**src/rtl/lane_move_scheduler_if.sv**
```systemverilog
`default_nettype none
// ============================================================================
// Module   : lane_move_scheduler_if
// Brief    : Control/strobe bundle between a game controller and the lane
//            move scheduler.
// Revision : 1.0 - initial release
// ============================================================================
interface lane_move_scheduler_if #(
    parameter int NUM_LANES = 4,
    parameter int CNT_W     = 4
);
    logic                         frame_tick;
    logic                         start;
    logic                         pause;
    logic                         collision;
    logic [NUM_LANES*CNT_W-1:0]   lane_period;
    logic [NUM_LANES-1:0]         move;
    logic                         follower_reset;
    logic [1:0]                   state;
    logic [15:0]                  frames_run;

    modport master (
        output frame_tick, start, pause, collision, lane_period,
        input  move, follower_reset, state, frames_run
    );

    modport slave (
        input  frame_tick, start, pause, collision, lane_period,
        output move, follower_reset, state, frames_run
    );
endinterface
`default_nettype wire

```
**src/rtl/lane_move_scheduler.sv**
```systemverilog
`default_nettype none
// ============================================================================
// Module   : lane_move_scheduler
// Brief    : Per-lane move strobe generator with idle/load/run/halt control.
// Revision : 1.0 - initial release
// ============================================================================
module lane_move_scheduler #(
    parameter int NUM_LANES = 4,
    parameter int CNT_W     = 4
) (
    input  logic                 clk,
    input  logic                 reset,
    lane_move_scheduler_if.slave bus
);
    localparam logic [1:0]       c_IDLE       = 2'd0;
    localparam logic [1:0]       c_LOAD       = 2'd1;
    localparam logic [1:0]       c_RUN        = 2'd2;
    localparam logic [1:0]       c_HALT       = 2'd3;
    localparam logic [CNT_W-1:0] c_CNT_ONE    = CNT_W'(1);
    localparam logic [15:0]      c_FRAMES_MAX = 16'hFFFF;

    logic [1:0]           r_state;
    logic [NUM_LANES-1:0] r_move;
    logic                 r_follower_reset;
    logic [15:0]          r_frames_run;
    logic [CNT_W-1:0]     r_cd      [NUM_LANES];
    logic [CNT_W-1:0]     w_period  [NUM_LANES];
    logic [CNT_W-1:0]     w_cd_next [NUM_LANES];
    logic [NUM_LANES-1:0] w_fire;

    // A zero countdown means the lane was stopped; it restarts as if freshly
    // loaded, so this tick already counts toward its first strobe.
    generate
        for (genvar gi = 0; gi < NUM_LANES; gi++) begin : g_lane
            logic [CNT_W-1:0] w_eff;
            assign w_period[gi]  = bus.lane_period[gi*CNT_W +: CNT_W];
            assign w_eff         = (r_cd[gi] == '0) ? w_period[gi] : r_cd[gi];
            assign w_fire[gi]    = (w_period[gi] != '0) && (w_eff <= c_CNT_ONE);
            assign w_cd_next[gi] = (w_period[gi] == '0) ? '0 :
                                   (w_eff <= c_CNT_ONE) ? w_period[gi] :
                                   (w_eff - c_CNT_ONE);
        end
    endgenerate

    always_ff @(posedge clk) begin
        if (!reset) begin
            r_state          <= c_IDLE;
            r_move           <= '0;
            r_follower_reset <= 1'b1;
            r_frames_run     <= '0;
            for (int i = 0; i < NUM_LANES; i++) begin
                r_cd[i] <= '0;
            end
        end else begin
            r_move <= '0;
            case (r_state)
                c_IDLE: begin
                    r_follower_reset <= 1'b1;
                    if (bus.start) begin
                        r_state <= c_LOAD;
                    end
                end
                c_LOAD: begin
                    for (int i = 0; i < NUM_LANES; i++) begin
                        r_cd[i] <= w_period[i];
                    end
                    r_frames_run     <= '0;
                    r_follower_reset <= 1'b0;
                    r_state          <= c_RUN;
                end
                c_RUN: begin
                    // Collision wins over a coincident tick: no strobes that frame.
                    if (bus.collision) begin
                        r_state <= c_HALT;
                    end else if (bus.frame_tick && !bus.pause) begin
                        r_move <= w_fire;
                        for (int i = 0; i < NUM_LANES; i++) begin
                            r_cd[i] <= w_cd_next[i];
                        end
                        if (r_frames_run != c_FRAMES_MAX) begin
                            r_frames_run <= r_frames_run + 16'd1;
                        end
                    end
                end
                c_HALT: begin
                    if (bus.start) begin
                        r_state          <= c_LOAD;
                        r_follower_reset <= 1'b1;
                    end
                end
            endcase
        end
    end

    assign bus.move           = r_move;
    assign bus.follower_reset = r_follower_reset;
    assign bus.state          = r_state;
    assign bus.frames_run     = r_frames_run;
endmodule
`default_nettype wire

```
**src/flat_wrapper.sv**
```systemverilog
// flat-port wrapper written by rule: the top's interface ports become plain ports
module lane_move_scheduler_flat 
#(
    parameter int NUM_LANES = 4,
    parameter int CNT_W     = 4
)
  (clk, reset, bus_frame_tick, bus_start, bus_pause, bus_collision, bus_lane_period, bus_move, bus_follower_reset, bus_state, bus_frames_run);
  lane_move_scheduler_if #(.NUM_LANES(NUM_LANES), .CNT_W(CNT_W)) bus_i ();
  input  logic clk;
  input  logic reset;
  input wire logic [$bits(bus_i.frame_tick)-1:0] bus_frame_tick;
  input wire logic [$bits(bus_i.start)-1:0] bus_start;
  input wire logic [$bits(bus_i.pause)-1:0] bus_pause;
  input wire logic [$bits(bus_i.collision)-1:0] bus_collision;
  input wire logic [$bits(bus_i.lane_period)-1:0] bus_lane_period;
  output wire logic [$bits(bus_i.move)-1:0] bus_move;
  output wire logic [$bits(bus_i.follower_reset)-1:0] bus_follower_reset;
  output wire logic [$bits(bus_i.state)-1:0] bus_state;
  output wire logic [$bits(bus_i.frames_run)-1:0] bus_frames_run;
  assign bus_i.frame_tick = bus_frame_tick;
  assign bus_i.start = bus_start;
  assign bus_i.pause = bus_pause;
  assign bus_i.collision = bus_collision;
  assign bus_i.lane_period = bus_lane_period;
  assign bus_move = bus_i.move;
  assign bus_follower_reset = bus_i.follower_reset;
  assign bus_state = bus_i.state;
  assign bus_frames_run = bus_i.frames_run;
  lane_move_scheduler #(.NUM_LANES(NUM_LANES), .CNT_W(CNT_W)) u_core (.clk(clk), .reset(reset), .bus(bus_i));
endmodule
```
**config.mk**
```make
export PLATFORM = sky130hd
export DESIGN_NAME = lane_move_scheduler_flat
export DESIGN_NICKNAME = d
export VERILOG_FILES = /design/src/rtl/lane_move_scheduler_if.sv /design/src/rtl/lane_move_scheduler.sv /design/src/flat_wrapper.sv
export SDC_FILE = /design/constraint.sdc
export NUM_CORES = 1
export LEC_CHECK = 0
export ABC_CLOCK_PERIOD_IN_PS = 3300
export BUFFER_PORTS_ARGS = -buffer_cell sky130_fd_sc_hd__buf_2
export CORE_ASPECT_RATIO = 2
export CORE_MARGIN = 2
export CORE_UTILIZATION = 37
export DETAILED_ROUTE_END_ITERATION = 10
export GPL_TIMING_DRIVEN = 0
export MAX_ROUTING_LAYER = met4
export SYNTH_ARGS = -nofsm -noshare
export SYNTH_HDL_FRONTEND = slang
export SYNTH_SLANG_ARGS = --single-unit
```
**constraint.sdc**
```tcl
create_clock -name clk -period 3.3 [get_ports clk]
set_clock_uncertainty 0.2 [all_clocks]
set_input_delay 0.66 -clock clk [delete_from_list [all_inputs] [get_ports clk]]
set_output_delay 0.66 -clock clk [all_outputs]
set_load 0.01 [all_outputs]
```
==> results.json <==
{
  "ir_drop_uv": 363,
  "grt_max_degree": 14,
  "cts_setup_buffers": 0,
  "cpMostUsedCell": "a21oi_1",
  "synth_nets": 310,
  "path_cells": "nor4_1, a21oi_1, ha_1, nor2_1, o41ai_1, a221o_1, a21oi_1, a21oi_1",
  "multi_input_area_mm2": 0.00143,
  "critPathKind": "reg -> reg",
  "path_max_fanout": 7,
  "rows": 42,
  "wire_per_inst_um": 14.7,
  "totalPowerFinal_mw": 1.91,
  "hold_viol_final": 0,
  "final_layout_size_suffix_gt1_share_pct": 19.3,
  "slew_viol_final": 0,
  "syn-instance-count": 276,
  "ys_seq_elements": 39,
  "clk_latency_ps": 290,
  "fin_crit_sh_pct": 79.4,
  "die_area_mm2": 0.00743,
  "synth_edf_count": 16,
  "synth.distinct_cells": 61,
  "tns_ps": 0,
  "syn2layout_area_growth_pct": 19.9,
  "num_vias": 2256,
  "clockBufferDepth": 2,
  "synth_top_cell_area_share_pct": 19.3,
  "rsz0062_at_grt": "no",
  "fp.dieW_um": 62.0,
  "die_y_um": 120,
  "core_mm2": 0.00657,
  "synth_most_common_cell": "nor2_1",
  "cts_tree": "done",
  "crit_slowest_cell": "edfxtp_1",
  "n_fill_cell": 673,
  "ys.flop_type": "dfxtp_1",
  "route.detailed.drc": 0,
  "globalplace.congestion": 0.872,
  "clkSinkCount": 39,
  "status": "completed",
  "drt-initial-drc-count": 36,
  "num_io_pins": 45,
  "fin_nets": 360,
  "dp_hpwl_um": 4950,
  "hp-class": "reg -> reg",
  "clk_pin_slew_ps": 60,
  "crit_buf_inv": 0,
  "min_period_ps": 2620,
  "antenna_found_initial": 0,
  "setup_viol": 0,
  "grt_pass1_vias": 2249,
  "wirelength_um": 6080,
  "grt_pass1_wl_um": 9790,
  "leakage_nw": 1.24,
  "power-per-cell-area_mw_per_mm2": 642,
  "first_pass_iters": 4,
  "yosys.area.top_type": "edfxtp_1",
  "cpPeakStageDelay_ps": 480,
  "critPathRequiredTime_ps": 3130,
  "fmax_mhz": 381,
  "worst_pin_slew_ps": 493,
  "grt_util_all_layers_pct": 18.1,
  "maxCapViolCount": 0,
  "netlist_area_mm2": 0.00249,
  "htreeDepth": 2,
  "root_buffer": "clkbuf_16",
  "max-slew-margin-rel_pct": 66.6,
  "synth_area_leaders": "edfxtp_1, dfxtp_1, ha_1",
  "vias_per_cell": 5.44,
  "start_util_pct": 37.8,
  "syn_avg_cell_area_um2": 9.01,
  "port_buffers": 43,
  "arrival_ps": 2460,
  "end_kind": "flip-flop",
  "antenna_cells": 0,
  "async_reset_ff_share_pct": 0,
  "seq_area_um2": 941,
  "synth_commonest_cells": "nor2_1, dfxtp_1, inv_1, edfxtp_1",
  "yosysSeqAreaShare_pct": 37.8,
  "ant_nets": 0,
  "gr-total-overflow": 0,
  "postCtsResizedCells": 0,
  "numCtsBuffers": 5,
  "start_kind": "flip-flop",
  "yosysWarnings": 0,
  "ctsHoldBuffers": 0,
  "crit_family": "compound AO/OA/AOI/OAI gates"
}
[where the power goes]
group | switching, mW | internal (mW)
combinational | 0.403 | 0.262
sequential | 0.0957 | 0.604
clock | 0.193 | 0.356
[per-stage QoR]
stage	std cells	utilization [%]	cell area (um2)	setup WS, ps	hold slack, ps
after floorplan	276	-	2490	869	325
after CTS	415	45.4	2980	688	320
after global routing	415	45.4	2980	384	339
after global placement	407	42.8	2810	604	305
final	415	45.4	2980	679	323
after detailed placement	407	42.8	2810	532	311
[cell usage in the layout, fill, tap and decap left out, types with 5 or more instances in the layout]
| cell type | synthesis | layout |
|---|---|---|
| buf_2 | 0 | 43 |
| nor2_1 | 34 | 34 |
| dfxtp_1 | 23 | 23 |
| inv_1 | 21 | 21 |
| edfxtp_1 | 16 | 16 |
| nand2_1 | 14 | 14 |
| xor2_1 | 14 | 14 |
| a31oi_1 | 12 | 12 |
| ha_1 | 12 | 12 |
| nand3_1 | 11 | 11 |
| o21ai_0 | 11 | 11 |
| a21oi_1 | 9 | 9 |
| nor3_1 | 7 | 7 |
| and2_1 | 6 | 6 |
| a22o_1 | 6 | 6 |
| o21ai_1 | 5 | 5 |
| nand4_1 | 5 | 5 |
| clkbuf_16 | 0 | 5 |
[flip-flops by register name, indices dropped and copies added, names as in the netlist]
register                   cells
u_core.bus.follower_reset      1
u_core.bus.frames_run         16
u_core.bus.move                4
u_core.bus.state               2
u_core.r_cd                   16
[final cells by class]
cell class / instances / area share (%)
sequential: 39 / 31.6
multi-input combinational: 211 / 47.9
timing repair buffer: 43 / 7.22
inverter: 21 / 2.64
buffer: 5 / 1.34
clock inverter: 3 / 1.47
clock buffer: 5 / 4.20
tap: 88 / 3.69
[worst paths after layout]
path,from,cells past startpoint,endpoint,slack (ps)
max,u_core.r_cd[3][3]$_DFFE_PP_,8,u_core.r_cd[3][3]$_DFFE_PP_,680
min,u_core.bus.follower_reset$_SDFFE_PN1P_,2,u_core.bus.follower_reset$_SDFFE_PN1P_,320
max reg2reg,u_core.r_cd[3][3]$_DFFE_PP_,8,u_core.r_cd[3][3]$_DFFE_PP_,680
min reg2reg,u_core.bus.follower_reset$_SDFFE_PN1P_,2,u_core.bus.follower_reset$_SDFFE_PN1P_,320
[worst reg2reg max path: stages, from the launching register on]
cell and delay [ps]:
edfxtp_1 480, nor4_1 370, a21oi_1 160, ha_1 240, nor2_1 210, o41ai_1 130
a221o_1 370, a21oi_1 160, a21oi_1 60
[layer usage]
layer	share of wire, %	global-route usage, %
met1	33	15.2
met2	62	35.4
met3	2.3	2.69
met4	2.3	7.58
met5	0	-
[cell families after synthesis]
logic type	after synthesis	share of synthesized area, %
compound gates	76	22.2
xor+xnor	18	6.34
fa+ha+maj	12	6.04
buf+inv	26	4.78
flops	39	37.8
mux	2	0.805
simple gates	103	21.9
No activity file was read; power rests on OpenSTA's default activity.
